`src/rtl/read_response_channel_pkg.sv`:
```
// Shared types for the read response channel: R-channel response codes and the
// registered output beat.
package read_response_channel_pkg;

  localparam int R_DATA_W = 64;
  localparam int R_TID_W  = 2;
  localparam int R_LEN_W  = 8;

  typedef enum logic [1:0] {
    RESP_OKAY   = 2'b00,
    RESP_SLVERR = 2'b10
  } rresp_t;

  typedef struct packed {
    logic [R_DATA_W-1:0] data;
    logic [R_TID_W-1:0]  tid;
    logic                last;
    rresp_t              resp;
  } r_beat_t;

endpackage

```
`src/rtl/read_response_channel_tid_len_table.sv`:
```
// Per-TID burst table: armed flag, burst length (beats-1) and beat counter.
// Lookups are combinational; arm and pop updates land on the same clock edge.
module tid_len_table
  import read_response_channel_pkg::*;
#(
  parameter int TID_SIZE = R_TID_W,
  parameter int LEN_SIZE = R_LEN_W
) (
  input  logic                clk,
  input  logic                n_rst,
  input  logic                arm_en,
  input  logic [TID_SIZE-1:0] arm_tid,
  input  logic [LEN_SIZE-1:0] arm_len,
  input  logic                pop_en,
  input  logic [TID_SIZE-1:0] pop_tid,
  output logic                pop_armed,
  output logic                pop_last,
  output logic                arm_busy,
  output logic                any_armed
);

  localparam int DEPTH = 2 ** TID_SIZE;

  logic [DEPTH-1:0]    armed_r;
  logic [LEN_SIZE-1:0] len_r [DEPTH];
  logic [LEN_SIZE-1:0] cnt_r [DEPTH];

  // Table update; arm never targets an armed entry, so it cannot clash with a pop
  always_ff @(posedge clk or negedge n_rst) begin
    if (!n_rst) begin
      armed_r <= '0;
      for (int i = 0; i < DEPTH; i++) begin
        len_r[i] <= '0;
        cnt_r[i] <= '0;
      end
    end else begin
      for (int i = 0; i < DEPTH; i++) begin
        if (arm_en && (arm_tid == TID_SIZE'(i))) begin
          armed_r[i] <= 1'b1;
          len_r[i]   <= arm_len;
          cnt_r[i]   <= '0;
        end else if (pop_en && pop_armed && (pop_tid == TID_SIZE'(i))) begin
          if (pop_last) begin
            armed_r[i] <= 1'b0;
            cnt_r[i]   <= '0;
          end else begin
            cnt_r[i]   <= cnt_r[i] + LEN_SIZE'(1);
          end
        end
      end
    end
  end

  assign pop_armed = armed_r[pop_tid];
  assign pop_last  = (cnt_r[pop_tid] == len_r[pop_tid]);
  assign arm_busy  = armed_r[arm_tid];
  assign any_armed = |armed_r;

endmodule

```
`src/rtl/read_response_channel.sv`:
```
// R-channel driver: pops ordered beats from the read data buffer into a single
// registered output stage, tagging rlast/rresp from the per-TID burst table.
module read_response_channel
  import read_response_channel_pkg::*;
#(
  parameter int DATA_SIZE = R_DATA_W,
  parameter int TID_SIZE  = R_TID_W,
  parameter int LEN_SIZE  = R_LEN_W
) (
  input  logic                 clk,
  input  logic                 n_rst,
  input  logic                 arm_valid,
  input  logic [TID_SIZE-1:0]  arm_tid,
  input  logic [LEN_SIZE-1:0]  arm_len,
  output logic                 arm_ready,
  input  logic                 buf_rvalid,
  input  logic [DATA_SIZE-1:0] buf_rdata,
  input  logic [TID_SIZE-1:0]  buf_tid,
  output logic                 buf_ren,
  output logic                 m_rvalid,
  output logic [DATA_SIZE-1:0] m_rdata,
  output logic [TID_SIZE-1:0]  m_rid,
  output logic                 m_rlast,
  output logic [1:0]           m_rresp,
  input  logic                 m_rready,
  output logic                 busy,
  output logic                 err_orphan
);

  logic    pop_s;
  logic    arm_en_s;
  logic    pop_armed_s;
  logic    pop_last_s;
  logic    arm_busy_s;
  logic    any_armed_s;
  r_beat_t beat_next_s;
  r_beat_t beat_r;
  logic    valid_r;
  logic    orphan_r;

  // Pop only when the output stage is empty or is being drained this cycle
  assign pop_s     = buf_rvalid && (!valid_r || m_rready);
  assign arm_en_s  = arm_valid && !arm_busy_s;
  assign arm_ready = !arm_busy_s;
  assign buf_ren   = pop_s;

  tid_len_table #(
    .TID_SIZE (TID_SIZE),
    .LEN_SIZE (LEN_SIZE)
  ) u_table (
    .clk       (clk),
    .n_rst     (n_rst),
    .arm_en    (arm_en_s),
    .arm_tid   (arm_tid),
    .arm_len   (arm_len),
    .pop_en    (pop_s),
    .pop_tid   (buf_tid),
    .pop_armed (pop_armed_s),
    .pop_last  (pop_last_s),
    .arm_busy  (arm_busy_s),
    .any_armed (any_armed_s)
  );

  // Build the next output beat; unarmed TIDs close as a single SLVERR beat
  always_comb begin
    beat_next_s      = '0;
    beat_next_s.data = buf_rdata;
    beat_next_s.tid  = buf_tid;
    if (pop_armed_s) begin
      beat_next_s.last = pop_last_s;
      beat_next_s.resp = RESP_OKAY;
    end else begin
      beat_next_s.last = 1'b1;
      beat_next_s.resp = RESP_SLVERR;
    end
  end

  // Output stage: load on pop, clear valid on accept, otherwise hold
  always_ff @(posedge clk or negedge n_rst) begin
    if (!n_rst) begin
      beat_r  <= '0;
      valid_r <= 1'b0;
    end else if (pop_s) begin
      beat_r  <= beat_next_s;
      valid_r <= 1'b1;
    end else if (m_rready) begin
      valid_r <= 1'b0;
    end
  end

  // Sticky orphan-beat flag
  always_ff @(posedge clk or negedge n_rst) begin
    if (!n_rst) begin
      orphan_r <= 1'b0;
    end else if (pop_s && !pop_armed_s) begin
      orphan_r <= 1'b1;
    end
  end

  assign m_rvalid   = valid_r;
  assign m_rdata    = beat_r.data;
  assign m_rid      = beat_r.tid;
  assign m_rlast    = beat_r.last;
  assign m_rresp    = beat_r.resp;
  assign busy       = any_armed_s || valid_r;
  assign err_orphan = orphan_r;

endmodule

```
`config.mk`:
```
export PLATFORM = sky130hd
export DESIGN_NAME = read_response_channel
export DESIGN_NICKNAME = d
export VERILOG_FILES = /design/src/rtl/read_response_channel_pkg.sv /design/src/rtl/read_response_channel_tid_len_table.sv /design/src/rtl/read_response_channel.sv
export SDC_FILE = /design/constraint.sdc
export NUM_CORES = 1
export LEC_CHECK = 0
export BUFFER_PORTS_ARGS = -buffer_cell sky130_fd_sc_hd__buf_2
export CAP_MARGIN = 20
export CORE_ASPECT_RATIO = 0.7
export CORE_MARGIN = 1
export CORE_UTILIZATION = 48
export DETAILED_ROUTE_END_ITERATION = 8
export GPL_ROUTABILITY_DRIVEN = 0
export HOLD_SLACK_MARGIN = 0.12
export PLACE_DENSITY = 0.73
export SLEW_MARGIN = 10
export SYNTH_ARGS = -nofsm -noshare
export SYNTH_HDL_FRONTEND = slang
export SYNTH_SLANG_ARGS = --single-unit
```
`constraint.sdc`:
```
create_clock -name clk -period 2.3 [get_ports clk]
set_clock_uncertainty 0.15 [all_clocks]
set_input_delay 0.115 -clock clk [delete_from_list [all_inputs] [get_ports clk]]
set_output_delay 0.115 -clock clk [all_outputs]
set_load 0.05 [all_outputs]
```
## Word-level counts from Yosys, hierarchy flattened

Index checks and enable logic that the tools add are counted.
W data, S select, Z words.

| storage, ports and cells | value |
|---|---|
| register bits | 139 |
| input port bits | 81 |
| output and inout port bits | 74 |
| word-level logic and storage cells | 100 |

| cells by class | value |
|---|---|
| $add $sub $neg | 4 |
| order comparisons | 3 |
| equality and inequality tests | 7 |
| mux-type cells | 34 |
| bitwise gates (word level) | 1 |
| reductions and logical operators | 33 |

Operators with widths:

| operator | count |
|---|---|
| $mux W8 | 16 |
| $add A8 B1 Y8 const B | 4 |
| $bmux W8 S2 | 2 |
| $reduce_bool A2 Y1 | 9 |
| $mux W1 | 13 |
| $logic_and A1 B1 Y1 | 12 |
| $eq A2 B2 Y1 const B | 4 |
| $eq A8 B8 Y1 | 1 |
| $reduce_and A2 Y1 | 4 |
| $lt A2 B3 Y1 const B | 2 |
| $bmux W1 S2 | 2 |
| $eq A2 B1 Y1 const B | 2 |
| $logic_not A2 Y1 | 2 |
| $reduce_or A4 Y1 | 1 |
| $ge A3 B3 Y1 const B | 1 |
| $logic_not A1 Y1 | 3 |
| $mux W3 | 1 |
| $not A2 Y3 | 1 |
| $logic_or A1 B1 Y1 | 2 |

## Longest topological paths before layout

| depth | value |
|---|---|
| depth in word-level cells | 8 |
| mapped depth | 8 |
| depth with buffers taken out | 7 |

## Modules after synthesis

Synthesis repeated with hierarchy kept, for this count alone.

| unflattened totals | value |
|---|---|
| cell total of the unflattened synthesis | 476 |
| area total of the unflattened synthesis | 6336.1 um^2 |

Modules (own cells, without submodules):

| module | times used | cells each | area an instance (um^2) | sequential area each (um^2) |
|---|---|---|---|---|
| tid_len_table | 1 | 318 | 3666.0 | 1701.6 |
| read_response_channel | 1 | 158 | 2670.1 | 1751.7 |

## Least setup slack after synthesis

OpenSTA, ideal clock, no wires.

| timing path | value |
|---|---|
| path kind | input-to-reg |
| from | in buf_tid[0] |
| to | reg u_table.cnt_r[10] in the netlist's numbering |
| library setup time | 124 ps |
| arrival time | 2017 ps |
| data required time | 2026 ps |
| path slack | 8 ps |
| stages on the path | 8 |
| path buffers | 2 |
| cells stage by stage | buf_2 -> buf_2 -> mux4_2 -> xnor2_1 -> nand4_2 -> o21ai_4 -> nor4b_1 -> a211o_1 |

| on the way | value |
|---|---|
| cells in the longest elaborated chain, start to end | 8 |
| elaborated cells on any way between the ends | 17 |
| those cells by class | eq/ne (2); mux (11); bitwise (1); reduce/logical (3) |

Ends and longest elaborated chain:

| element | RTL line | text |
|---|---|---|
| start: declaration | read_response_channel.sv:18 | `input logic [TID_SIZE-1:0] buf_tid,` |
| $not A2 Y3 (implied by the code) | read_response_channel_tid_len_table.sv:55 | `assign pop_last = (cnt_r[pop_tid] == len_r[pop_tid]);` |
| $bmux W8 S2 | read_response_channel_tid_len_table.sv:55 |  |
| $mux W8 (implied by the code) (2 in a row) | read_response_channel_tid_len_table.sv:55 |  |
| $eq A8 B8 Y1 | read_response_channel_tid_len_table.sv:55 |  |
| $mux W8 | read_response_channel_tid_len_table.sv:43 | `if (pop_last) begin` |
| $mux W8 | read_response_channel_tid_len_table.sv:42 | `end else if (pop_en && pop_armed && (pop_tid == TID_SIZE'(i))) begin` |
| $mux W8 | read_response_channel_tid_len_table.sv:38 | `if (arm_en && (arm_tid == TID_SIZE'(i))) begin` |
| end signal: indexed assignment | read_response_channel_tid_len_table.sv:47 | `cnt_r[i] <= cnt_r[i] + LEN_SIZE'(1);` |
| end: declaration | read_response_channel_tid_len_table.sv:26 | `logic [LEN_SIZE-1:0] cnt_r [DEPTH];` |

Parallel ways exist; a longest one is shown, timed or not. The select of a mux whose other input is x is not followed.
A chain may end at the register's enable or synchronous reset.

## Worst setup path after layout

| timing path | value |
|---|---|
| from | reg u_table.cnt_r[6] in the netlist's numbering |
| to | reg u_table.cnt_r[12] in the netlist's numbering |

| on the way | value |
|---|---|
| cells in the longest elaborated chain, start to end | 7 |

Ends and longest elaborated chain:

| element | RTL line |
|---|---|
| $bmux W8 S2 | read_response_channel_tid_len_table.sv:55 |
| $mux W8 (implied by the code) (2 in a row) | read_response_channel_tid_len_table.sv:55 |
| $eq A8 B8 Y1 | read_response_channel_tid_len_table.sv:55 |
| $mux W8 | read_response_channel_tid_len_table.sv:43 |
| $mux W8 | read_response_channel_tid_len_table.sv:42 |
| $mux W8 | read_response_channel_tid_len_table.sv:38 |

No other way between the ends. The select of a mux whose other input is x is not followed.

==> summary.txt <==
Clock tree
  – Clk buf depth: 2
  – CTS Root Cell: clkbuf_16
  – Skew-Pair Late Insertion Delay: 0.41 ns
  – Sink Count: 138
  – Clock tree from TritonCTS: built
  – Clk pin slew, worst setup/hold paths: 0.06 ns
  – Num CTS Buffers: 17
  – H-tree levels: 4

Detailed routing
  – Final wirelength: 19.5 mm
  – Vias: 6168
  – WL/cell: 17.5 um
  – Initial DRC Count: 529
  – Vias per inst: 5.54
  – Initial DRT Pass Iterations: 7
  – Drt drc: 6
  – Post-DRT Antenna Nets: 0

Setup path
  – Critical path capture point type: register
  – Critical path data required time: 2.44 ns
  – Worst Setup Start Kind: register
  – Crit-path max FO: 6
  – Critical path's largest stage delay: 0.53 ns
  – CP arrival: 2.46 ns
  – Worst Setup Path Type: reg -> reg
  – Crit-path cells: mux4_2, xnor2_2, nand4_4, o21ai_4, nor2_1, a211o_1
  – WP buf/inv: 0
  – Kind of cell adding the most delay to the critical path: compound AO/OA/AOI/OAI gates
  – Slowest cell on crit path: mux4_2

Synthesis
  – Asr flop ratio synth: 1.00
  – Mapped cell area: 0.00628 mm2
  – Post-synthesis xor/xnor area fraction: 0.0112
  – Synth Net Count: 741
  – Mux cell area share after synthesis: 0.0861
  – Simple-gate share of the synthesized area: 0.266
  – Mean Syn Cell Area: 9.57 um2
  – Synth area leader: dfrtp_1
  – Synth Flop Type: dfrtp_1
  – Seq cells post-synth: 138
  – Largest family of logic cells by synthesized area: simple AND/OR/NAND/NOR gates
  – Share of Yosys cell area claimed by the top area cell type: 0.550
  – Post-Synthesis Cells: 656
  – Number of synthesized flops with an enable pin: 0
  – Yosys warning count: 0
  – Ranking of synthesized cells by area: dfrtp_1 (55%), nand2_1 (16%), mux4_2 (5.7%)
  – Seq/Total Area, Yosys: 0.550
  – Synth cell types: 50
  – Compound-gate portion of the synthesized area: 0.0520
  – Synth Area in Adders: 0.00797

Cells and area
  – Final Cell Area: 0.00919 mm2
  – Commonest non-fill, non-tap cell in the layout: nand2_1
  – Layout cell share with drive strength beyond 1: 0.324
  – Fin cells: 1114
  – Most frequent cells in the layout: nand2_1 (269), buf_2 (151), dfrtp_1 (133)
  – # nets final: 1024
  – Area Overhead vs Synth: 46.3%
  – Diodes inserted: 0

Power
  – Sw Ratio: 0.356
  – Seq pwr share: 0.374
  – Cell Pwr Density: 967 mW/mm2
  – Leakage power: 4.66 nW
  – Total internal power: 5.72 mW
  – Comb power frac: 0.324
  – Clock network power share: 0.301
  – Maximum VDD drop: 0.583 mV
  – NetSw: 3.16 mW

Place
  – PortBufs: 153
  – Cell count after placement: 993
  – Worst slack at placement: -0.265 ns
  – Placed Instance Area: 0.00758 mm2
  – Post-detail-place hpwl: 12.0 mm

Die
  – Die X: 139 um
  – Die H: 97.7 um
  – Core area: 0.0126 mm2
  – Row cnt: 34
  – Initial core utilization: 0.499
  – IO Pins: 155
  – Die Area: 0.0135 mm2

Run
  – Max cap viols: 0

Timing
  – RSZ-0062 raised after global routing: yes
  – Final setup vio count: 12
  – Period minus WS final: 2.32 ns
  – Max-slew headroom: 0.592
  – Fin. Hold Viols: 0
  – Fmax: 0.430 GHz
  – Max-slew violation count: 0
  – Worst Max-Slew Pin Slew: 0.610 ns
  – Final WS setup: -0.0234 ns
  – Final Cycle Share: 1.01

Global route
  – Overall routing resource usage: 0.291
  – Largest net degree at the start of global routing: 71
  – Number of global-route vias before repair: 6243
  – First-pass GRT wire length: 30.6 mm
  – Initial antenna violation count: 0
  – Remaining Overflow, GRT: 0

Min path
  – HP Class: in -> async

Outcome
  – Status: complete, but fails checks
  – Violated checks: design-rule violations, negative setup slack
synthesized netlist by cell type, drive strengths merged, types with 2 or more instances:
| master | number |
|---|---|
| o21ai | 21 |
| inv | 7 |
| mux4 | 16 |
| a211oi | 2 |
| nand4 | 3 |
| a2bb2oi | 4 |
| nor4b | 3 |
| clkbuf | 27 |
| nand2 | 270 |
| dfrtp | 138 |
| nor4 | 17 |
| ha | 4 |
| or3 | 9 |
| nor2 | 26 |
| a211o | 3 |
| buf | 6 |
| o21bai | 3 |
| and3 | 17 |
| xnor2 | 8 |
| nand3 | 21 |
| a21oi | 8 |
| nor3 | 9 |
| nand2b | 2 |
| mux2 | 16 |
layout make-up:
cell class | instances | area, um2
Clock inverter | 14 | 148
Timing Repair Buffer | 296 | 2140
Sequential cell | 138 | 3460
Fill cell | 844 | 3400
Tap cell | 162 | 203
Inverter | 7 | 26.3
Clock buffer | 18 | 429
Multi-Input combinational cell | 479 | 2780
repair_timing:
item | in CTS | in global routing
hold buffers | 80 | 0
setup endpoints to repair | 10 | 34
pin swaps | 2 | 5
setup buffers | 1 | 6
cloned | 1 | 1
hold endpoints to repair | 239 | 0
gates resized for setup | 8 | 18
cell families after synthesis:
kind of cell               count (synthesis)
muxes                                     32
other                                      1
DFF                                      138
AOI/OAI and AO/OA                         50
xor gates and xnor gates                   8
buffers and inverters                     40
and+or+nand+nor                          383
adders and majority gates                  4
state kept, by name, indices dropped and copies added, names as in the netlist:
name	flops
m_rdata	64
u_table.armed_r	4
err_orphan	1
m_rresp	1
m_rvalid	1
u_table.len_r	32
u_table.cnt_r	32
m_rid	2
m_rlast	1
worst register-to-register path: cells and delay by family (launching register included):
family | cells | cell delay, ns
and+or+nand+nor | 2 | 0.31
muxes | 1 | 0.53
AOI/OAI and AO/OA | 2 | 0.54
DFF | 1 | 0.43
xor gates and xnor gates | 1 | 0.25
worst paths after layout:
path,startpoint,to,slack (ns),cells after the start
worst max-delay path,u_table.cnt_r[6]$_DFFE_PN0P_,u_table.cnt_r[12]$_DFFE_PN0P_,-0.02,6
worst min-delay path,n_rst,u_table.cnt_r[28]$_DFFE_PN0P_,0.11,3
worst max register to register,u_table.cnt_r[6]$_DFFE_PN0P_,u_table.cnt_r[12]$_DFFE_PN0P_,-0.02,6
worst min register to register,u_table.len_r[6]$_DFFE_PN0P_,u_table.len_r[6]$_DFFE_PN0P_,0.32,2
max in group asynchronous,n_rst,u_table.cnt_r[3]$_DFFE_PN0P_,1.64,3
min in group clk,buf_tid[1],m_rid[1]$_DFFE_PN0N_,0.15,4
metrics by stage:
stage	setup TNS [ns]	hold WS, ns	util	total power [mW]
3_5_place_dp	-6.12	-0.0779	0.602	5.79
2_1_floorplan	0	-0.331	-	4.91
6_report	-0.0763	0.111	0.730	8.89
5_1_grt	-0.508	0.137	0.730	9.27
3_3_place_gp	-2.36	-0.0773	0.602	5.68
4_1_cts	0	0.122	0.717	8.70
power by group through the flow:
stage / clock, mW / combinational (mW) / sequential, mW
final: 2.68 / 2.88 / 3.33
after floorplan: 0 / 1.09 / 3.83
after detailed placement: 0 / 2.47 / 3.33
after global placement: 0 / 2.36 / 3.32
after global routing: 2.82 / 3.08 / 3.38
after CTS: 2.71 / 2.68 / 3.30
routing by layer:
layer  wire length [um]  global-route usage  vias up
li1                   -                   -     2771
met1               8130               0.371     2996
met2               9270               0.473      330
met3               1440              0.0749       71
met4                626               0.128        0
met5                  0                   0        -
Power figures use the tool's default switching activity.
